[config.mk]
export PLATFORM = sky130hd
export DESIGN_NAME = param_arith_unit
export DESIGN_NICKNAME = d
export VERILOG_FILES = /design/src/rtl/param_arith_unit.sv
export SDC_FILE = /design/constraint.sdc
export NUM_CORES = 1
export LEC_CHECK = 0
export CORE_ASPECT_RATIO = 1.75
export CORE_UTILIZATION = 50
export DETAILED_ROUTE_END_ITERATION = 16
export HOLD_SLACK_MARGIN = 0.06
export PLACE_DENSITY = 0.79
export SYNTH_ARGS = -nofsm -noshare
export SYNTH_HDL_FRONTEND = slang
export SYNTH_SLANG_ARGS = --single-unit
export TNS_END_PERCENT = 30
[constraint.sdc]
create_clock -name clk -period 2.7 [get_ports clk]
set_input_delay 0.54 -clock clk [delete_from_list [all_inputs] [get_ports clk]]
set_output_delay 0.54 -clock clk [all_outputs]
set_load 0.02 [all_outputs]
[src/rtl/param_arith_unit.sv]
// param_arith_unit: W-bit signed add/sub in one cycle, Booth multiply and restoring divide in W+1 cycles.
// Define ARITH_DIV_EN to build the divider; without it op=11 completes at once with err=1.
module param_arith_unit #(
  parameter int W = 8
) (
  input  logic           clk,
  input  logic           rst,
  input  logic           start,
  input  logic [1:0]     op,
  input  logic [W-1:0]   x,
  input  logic [W-1:0]   y,
  output logic [2*W-1:0] z,
  output logic           busy,
  output logic           done,
  output logic           err,
  output logic           ovf
);

  localparam int CW = $clog2(W);
  localparam logic [CW-1:0] CNT_LAST = CW'(W - 1);
  localparam logic [CW-1:0] CNT_ONE  = {{(CW-1){1'b0}}, 1'b1};

  typedef enum logic [1:0] {IDLE = 2'd0, CALC = 2'd1, FIX = 2'd2} state_t;

  function automatic logic [W-1:0] neg_val(input logic [W-1:0] v);
    neg_val = ~v + {{(W-1){1'b0}}, 1'b1};
  endfunction

  function automatic logic [W-1:0] abs_val(input logic [W-1:0] v);
    abs_val = v[W-1] ? neg_val(v) : v;
  endfunction

  state_t          state_r, state_nx_s;
  logic [W:0]      a_r, a_nx_s, m_r, bsum_s, addsub_s;
  logic [W-1:0]    q_r, q_nx_s;
  logic            q1_r, q1_nx_s;
  logic [CW-1:0]   cnt_r;
  logic            go_calc_s;
  logic [2*W-1:0]  fix_z_s;
  logic            fix_ovf_s;
`ifdef ARITH_DIV_EN
  logic            div_r, sx_r, sy_r;
  logic [W:0]      ash_s, diff_s;
  logic [W-1:0]    quot_s, rem_s;
`endif

  // One extra bit keeps the add/sub result exact before sign extension to 2W.
  always_comb begin
    addsub_s = op[0] ? ({x[W-1], x} - {y[W-1], y}) : ({x[W-1], x} + {y[W-1], y});
  end

  // Requests that need the sequencer.
  always_comb begin
    go_calc_s = 1'b0;
    if (start && op == 2'b10) begin
      go_calc_s = 1'b1;
    end
`ifdef ARITH_DIV_EN
    else if (start && op == 2'b11 && y != {W{1'b0}}) begin
      go_calc_s = 1'b1;
    end
`endif
    else begin
      go_calc_s = 1'b0;
    end
  end

  // Next-state logic.
  always_comb begin
    state_nx_s = state_r;
    case (state_r)
      IDLE:    if (go_calc_s) state_nx_s = CALC; else state_nx_s = IDLE;
      CALC:    if (cnt_r == CNT_LAST) state_nx_s = FIX; else state_nx_s = CALC;
      FIX:     state_nx_s = IDLE;
      default: state_nx_s = IDLE;
    endcase
  end

  // One sequencer step; A is W+1 bits so A-M cannot overflow when M is the most negative value.
  always_comb begin
    bsum_s = a_r;
    case ({q_r[0], q1_r})
      2'b01:   bsum_s = a_r + m_r;
      2'b10:   bsum_s = a_r - m_r;
      default: bsum_s = a_r;
    endcase
    a_nx_s  = {bsum_s[W], bsum_s[W:1]};
    q_nx_s  = {bsum_s[0], q_r[W-1:1]};
    q1_nx_s = q_r[0];
`ifdef ARITH_DIV_EN
    ash_s  = {a_r[W-1:0], q_r[W-1]};
    diff_s = ash_s - m_r;
    if (div_r) begin
      q1_nx_s = 1'b0;
      if (diff_s[W]) begin
        a_nx_s = ash_s;
        q_nx_s = {q_r[W-2:0], 1'b0};
      end else begin
        a_nx_s = diff_s;
        q_nx_s = {q_r[W-2:0], 1'b1};
      end
    end else begin
      q1_nx_s = q_r[0];
    end
`endif
  end

  // Final result formation; a quotient magnitude with its top bit set and equal signs is -2^(W-1) / -1.
  always_comb begin
    fix_z_s   = {a_r[W-1:0], q_r};
    fix_ovf_s = 1'b0;
`ifdef ARITH_DIV_EN
    quot_s = (sx_r ^ sy_r) ? neg_val(q_r) : q_r;
    rem_s  = sx_r ? neg_val(a_r[W-1:0]) : a_r[W-1:0];
    if (div_r) begin
      fix_z_s   = {rem_s, quot_s};
      fix_ovf_s = ~(sx_r ^ sy_r) & q_r[W-1];
    end else begin
      fix_z_s   = {a_r[W-1:0], q_r};
      fix_ovf_s = 1'b0;
    end
`endif
  end

  // State register.
  always_ff @(posedge clk or negedge rst) begin
    if (!rst) state_r <= IDLE;
    else      state_r <= state_nx_s;
  end

  // Datapath and registered outputs.
  always_ff @(posedge clk or negedge rst) begin
    if (!rst) begin
      a_r   <= {(W+1){1'b0}};
      m_r   <= {(W+1){1'b0}};
      q_r   <= {W{1'b0}};
      q1_r  <= 1'b0;
      cnt_r <= {CW{1'b0}};
      z     <= {(2*W){1'b0}};
      busy  <= 1'b0;
      done  <= 1'b0;
      err   <= 1'b0;
      ovf   <= 1'b0;
`ifdef ARITH_DIV_EN
      div_r <= 1'b0;
      sx_r  <= 1'b0;
      sy_r  <= 1'b0;
`endif
    end else begin
      done <= 1'b0;
      case (state_r)
        IDLE: begin
          if (start) begin
            case (op)
              2'b00, 2'b01: begin
                z    <= {{(W-1){addsub_s[W]}}, addsub_s};
                err  <= 1'b0;
                ovf  <= 1'b0;
                done <= 1'b1;
              end
              2'b10: begin
                a_r   <= {(W+1){1'b0}};
                q_r   <= x;
                m_r   <= {y[W-1], y};
                q1_r  <= 1'b0;
                cnt_r <= {CW{1'b0}};
                busy  <= 1'b1;
`ifdef ARITH_DIV_EN
                div_r <= 1'b0;
`endif
              end
              2'b11: begin
`ifdef ARITH_DIV_EN
                if (y == {W{1'b0}}) begin
                  z    <= {(2*W){1'b0}};
                  err  <= 1'b1;
                  ovf  <= 1'b0;
                  done <= 1'b1;
                end else begin
                  a_r   <= {(W+1){1'b0}};
                  q_r   <= abs_val(x);
                  m_r   <= {1'b0, abs_val(y)};
                  q1_r  <= 1'b0;
                  cnt_r <= {CW{1'b0}};
                  busy  <= 1'b1;
                  div_r <= 1'b1;
                  sx_r  <= x[W-1];
                  sy_r  <= y[W-1];
                end
`else
                z    <= {(2*W){1'b0}};
                err  <= 1'b1;
                ovf  <= 1'b0;
                done <= 1'b1;
`endif
              end
              default: begin
              end
            endcase
          end
        end
        CALC: begin
          a_r   <= a_nx_s;
          q_r   <= q_nx_s;
          q1_r  <= q1_nx_s;
          cnt_r <= cnt_r + CNT_ONE;
        end
        FIX: begin
          z    <= fix_z_s;
          err  <= 1'b0;
          ovf  <= fix_ovf_s;
          done <= 1'b1;
          busy <= 1'b0;
        end
        default: busy <= 1'b0;
      endcase
    end
  end

endmodule

Yosys cells after proc, flatten, opt, wreduce, memory -nomap -nowiden
Index checks and enable logic that the tools add are counted.
{"block": "totals", "reg_bits": 51, "out_inout_bits": 20, "wordCells": 74, "inputBits": 21}
{"block": "classes", "addsub": 5, "muxes": 33, "n_reduce_logical": 12, "n_bitwise": 1, "eq_ne": 12}
{"op": "16-bit one-hot mux with 2 select lines", "n": 2}
{"op": "9-bit one-hot mux with 2 select lines", "n": 2}
{"op": "9-bit two-way mux", "n": 3}
{"op": "16-bit two-way mux", "n": 1}
{"op": "8-bit two-way mux", "n": 2}
{"op": "8-bit one-hot mux with 2 select lines", "n": 1}
{"op": "3-bit AND reduction", "n": 5}
{"op": "1-bit one-hot mux with 2 select lines", "n": 6}
{"op": "1-bit two-way mux", "n": 11}
{"op": "8-bit by 8-bit adder with 9-bit output", "n": 1}
{"op": "9-bit adder", "n": 1}
{"op": "8-bit by 8-bit subtractor with 9-bit output", "n": 1}
{"op": "9-bit subtractor", "n": 1}
{"op": "2-bit equality test, second input constant", "n": 4}
{"op": "2-bit by 1-bit equality test with 1-bit output, second input constant", "n": 3}
{"op": "3-bit two-way mux", "n": 2}
{"op": "2-bit != test, second input constant", "n": 3}
{"op": "3-bit one-hot mux with 2 select lines", "n": 1}
{"op": "2-bit logical NOT", "n": 2}
{"op": "2-bit one-hot mux with 2 select lines", "n": 1}
{"op": "2-bit nonzero test", "n": 2}
{"op": "3-bit by 1-bit adder with 3-bit output, second input constant", "n": 1}
{"op": "3-bit equality test, second input constant", "n": 1}
{"op": "3-bit by 1-bit != test with 1-bit output, second input constant", "n": 1}
{"op": "other kinds (5)", "n": 5}

Logic depth before layout (Yosys ltp)
{"block": "depth", "depth_word": 5, "ltp_mapped": 12, "ltp_nobuf": 12}

Least setup slack after synthesis
No wires, ideal clock.
{"block": "synth_path", "path_type": "reg-to-reg", "startpoint": "register q1_r", "endpoint": "register a_r[7]", "path_slack_ps": 58, "required_time_ps": 2621, "stages_incl_launch_ff": 12, "setup_time_ps": 79, "path_buffers": 1, "period_less_slack_ps": 2642, "t_arrival_ps": 2562, "path_cell_list": "dfrtp_1 inv_1 ha_1 clkbuf_1 mux2_2 fa_1 nand2b_1 a21oi_1 o221a_2 nor3_1 nor3_1 mux2i_1"}
{"block": "synth_via", "elab_chain_cells": 3, "word_cells_on_any_way": 4, "classes_between": "eq/ne (2); mux (2)"}
{"item": "start: declaration", "line_no": "36", "rtl": "logic q1_r, q1_nx_s;"}
{"item": "start signal: assignment", "line_no": "205", "rtl": "q1_r <= q1_nx_s;"}
{"item": "2-bit equality test or 2-bit by 1-bit equality test with 1-bit output (tied branches)", "line_no": "82", "rtl": "case ({q_r[0], q1_r})"}
{"item": "9-bit one-hot mux with 2 select lines (*)", "line_no": "82"}
{"item": "9-bit one-hot mux with 2 select lines (*)", "line_no": "151", "rtl": "case (state_r)"}
{"item": "end signal: assignment", "line_no": "134", "rtl": "a_r <= {(W+1){1'b0}};"}
{"item": "end signal: assignment", "line_no": "162", "rtl": "a_r <= {(W+1){1'b0}};"}
{"item": "end signal: assignment", "line_no": "203", "rtl": "a_r <= a_nx_s;"}
{"item": "end: declaration", "line_no": "34", "rtl": "logic [W:0] a_r, a_nx_s, m_r, bsum_s, addsub_s;"}
Mark *: on every way between the ends. The rest lies on a longest branch, timed or not.
A chain may end at the register's enable or synchronous reset.

Worst setup path in the final report
{"block": "layout_path", "startpoint": "input port y[0]", "endpoint": "register z[14]"}
{"block": "layout_via", "elab_chain_cells": 5, "word_cells_on_any_way": 6, "classes_between": "add/sub (2); mux (4)"}
{"item": "start: declaration", "line_no": "11", "rtl": "input logic [W-1:0] y,"}
{"item": "8-bit by 8-bit adder with 9-bit output or 8-bit by 8-bit subtractor with 9-bit output (tied branches)", "line_no": "49", "rtl": "addsub_s = op[0] ? ({x[W-1], x} - {y[W-1], y}) : ({x[W-1], x} + {y[W-1], y});"}
{"item": "9-bit two-way mux (*)", "line_no": "49"}
{"item": "16-bit one-hot mux with 2 select lines (*)", "line_no": "154", "rtl": "case (op)"}
{"item": "16-bit two-way mux (*)", "line_no": "153", "rtl": "if (start) begin"}
{"item": "16-bit one-hot mux with 2 select lines (*)", "line_no": "151"}
{"item": "end signal: assignment", "line_no": "139", "rtl": "z <= {(2*W){1'b0}};"}
{"item": "end signal: assignment", "line_no": "156", "rtl": "z <= {{(W-1){addsub_s[W]}}, addsub_s};"}
{"item": "end signal: assignment", "line_no": "191", "rtl": "z <= {(2*W){1'b0}};"}
{"item": "end: declaration", "line_no": "12", "rtl": "output logic [2*W-1:0] z,"}
Mark *: on every way between the ends. The rest lies on a longest branch, timed or not. The select of a mux whose other input is x is not followed.

==> impl_metrics.tcl <==
set metrics [dict create \
    cp-start-kind "input pin" \
    htree_num_levels 2 \
    antenna_found_initial 0 \
    rsz0062_at_grt "yes" \
    register_area_um2 1226 \
    first_pass_iters 5 \
    fin_crit_sh_pct 96.12 \
    total_power_mw 4.534 \
    numCtsBuffers 5 \
    grt_pass1_wl_um 12740 \
    endpoint_kind "register" \
    vdd_drop_max_mv 0.5121 \
    cts.sinks 49 \
    setup_viol 0 \
    r2r-start "m_r[1]" \
    layout_commonest_cell "dfrtp_1" \
    synth_cells 328 \
    netlist_area_um2 3085 \
    wl_per_cell_um 16.38 \
    post_synth.cell_area_avg_um2 9.407 \
    clkTransAtPathRegs_ps 100 \
    gr-total-overflow 0 \
    hold_ws_ps 307.2 \
    worst_r2r_path_depth 10 \
    fillCellCount 513 \
    synth_edf_count 0 \
    num_vias 2747 \
    hpwlAfterDp_um 5737 \
    swShare_pct 43.66 \
    routed_via_density 5.783 \
    clk_path_buf_depth 2 \
    p_switching_mw 1.979 \
    tightest_slew_ps 677.9 \
    grt_max_degree 50 \
    syn2layout_area_growth_pct 27.49 \
    start_util_pct 52.07 \
    drt_wl_total_um 7782 \
    required_ps 2910 \
    ios 41 \
    gp_congestion 0.8899 \
    final_cells 475 \
    yosys_warnings 0 \
    cap_viol_max_count 0 \
    drt-initial-drc-count 181 \
    worstPathMaxFanout 8 \
    p_comb_share_pct 59.7 \
    grt_pass1_vias 2895 \
    die_h_um 105.9 \
    skew_ps 12.78 \
    hold_path.class "input pin to async pin" \
    layout.nets 440 \
    p_seq_share_pct 29.7 \
    busiest_layer "met2" \
    min_period_ps 2595 \
    fmax_mhz 385.3 \
    core_area_um2 5926 \
    reg2reg_to "a_r[7]" \
    p_clk_share_pct 10.7 \
    grt_use_total_pct 26.53 \
    use_met2_pct 46.20 \
    clk-insertion-delay-late_ps 320 \
    fp.dieW_um 61.38 \
    crit_type "input pin to register" \
    dpl.cell_count 466 \
    synth_cell_type_count 55 \
    cp.arrival_ps 2800 \
    async_flop_share_pct 100.0 \
    intPower_mw 2.554 \
    p_leak_nw 1.822 \
    report.final.slew_viol_count 0 \
    crit_start "y[0]" \
    n_antenna_cell 0 \
    synth-main-ff-cell "dfrtp_1" \
    dieArea_um2 6501 \
    crit_path_end "z[14]" \
    postRouteAntennaNets 0 \
    cts_root_buf "clkbuf_8" \
    status "completed" \
    ys_ff_latch 49 \
    mostFrequentLayoutCells "49 x dfrtp_1, 35 x buf_4, 33 x clkdlybuf4s50_1" \
    met3_usage_pct 3.406 \
    numPortBuffers 39 \
    relSlewSlack_pct 54.71 \
    drive_above_1_share_pct 19.40 \
    ff2ff_setup_slack_ps 120 \
    multiInputGateArea_um2 1747 \
    cts_tree "yes" \
    cellPowerDensity_nw_per_um2 1152 \
    grt_util_met1_pct 27.85 \
    drc_errors 0 \
    yosysSeqAreaShare_pct 39.74 \
    hold_viol 0 \
    syn_nets 372 \
    rows 37 \
]
cells by family after synthesis:
logic type / synth area share (%)
xor+xnor: 5.961
mux: 1.338
fa+ha+maj: 9.813
compound gates: 21.53
buf+inv: 6.083
other cells: 0.1215
flops: 39.74
simple gates: 15.41
synth_stat cells (4+ instances only):
master | n | share of area, %
dfrtp_1 | 49 | 40
nand2_1 | 31 | 3.8
inv_1 | 24 | 2.9
o21ai_0 | 23 | 3.7
nor2_1 | 22 | 2.7
ha_1 | 21 | 8.5
a21oi_1 | 19 | 3.1
xnor2_1 | 16 | 4.5
nor3_1 | 14 | 2.3
a222oi_1 | 9 | 2.9
clkbuf_1 | 9 | 1.1
a221o_1 | 8 | 2.6
nand2b_1 | 7 | 1.4
nor2b_1 | 6 | 1.2
xor2_1 | 5 | 1.4
a211oi_1 | 4 | 0.97
a22o_1 | 4 | 1.1
sequential cells by signal, summed over array words and instances (netlist names):
register / cells
state_r: 2
done: 1
m_r: 8
err: 1
q1_r: 1
z: 16
busy: 1
cnt_r: 3
a_r: 8
q_r: 8
final cells by class:
type,count,area share [%]
Clock buffer,6,2.099
Clock inverter,2,0.4135
Inverter,25,2.449
Multi-Input combinational cell,239,44.40
Sequential cell,49,31.17
Tap cell,78,2.481
Timing Repair Buffer,76,16.98
power by group through the flow:
stage	Sequential (mW)	Combinational, mW	Clock [mW]
after floorplan	1.42	1.72	0
after global placement	1.35	2.50	0
after detailed placement	1.35	2.59	0
after CTS	1.34	2.66	0.487
after global routing	1.38	3.01	0.518
final	1.34	2.70	0.485
how the worst min path moves through the flow:
stage               from      to  slack, ps  depth (start not counted)
floorplan            rst  a_r[0]        240                          0
global placement    z[1]    z[1]        480                          2
detailed placement  q1_r    q1_r        490                          1
CTS                  rst    z[3]        320                          2
global route         rst    busy        350                          2
finish               rst    z[4]        310                          2
critical path, stage by stage:
cell,delay (ps)
dlygate4sd2_1,270
inv_1,70
ha_2,170
nor3b_4,260
nor2_2,90
xnor2_2,210
ha_2,330
o21ai_2,90
o21ai_1,90
a21oi_2,160
xnor2_2,150
nor2_4,90
a221o_1,280
per-stage QoR:
| stage | setup TNS, ps | cell area [um^2] | setup slack (ps) | util [%] |
|---|---|---|---|---|
| after detailed placement | -5531 | 3747 | -533.1 | 63.24 |
| after CTS | 0 | 3894 | 46.86 | 65.71 |
| after floorplan | 0 | 3085 | 58.24 | - |
| final | 0 | 3934 | 104.8 | 66.39 |
| after global routing | -6.803 | 3934 | -6.803 | 66.39 |
| after global placement | -5080 | 3747 | -479.7 | 63.24 |
layer usage:
metal  vias up  share of wire [%]
met2        82                 54
met4         0                6.1
met3        41                3.0
met1      1309                 37
li1       1315                  -
met5         -                  0
what timing repair did:
action,in CTS,in global routing
hold buffers,0,0
endpoints found under the setup margin,10,10
pin swaps,8,6
resized for setup,18,11
setup buffers,0,1
(Power assumes the default switching activity.)
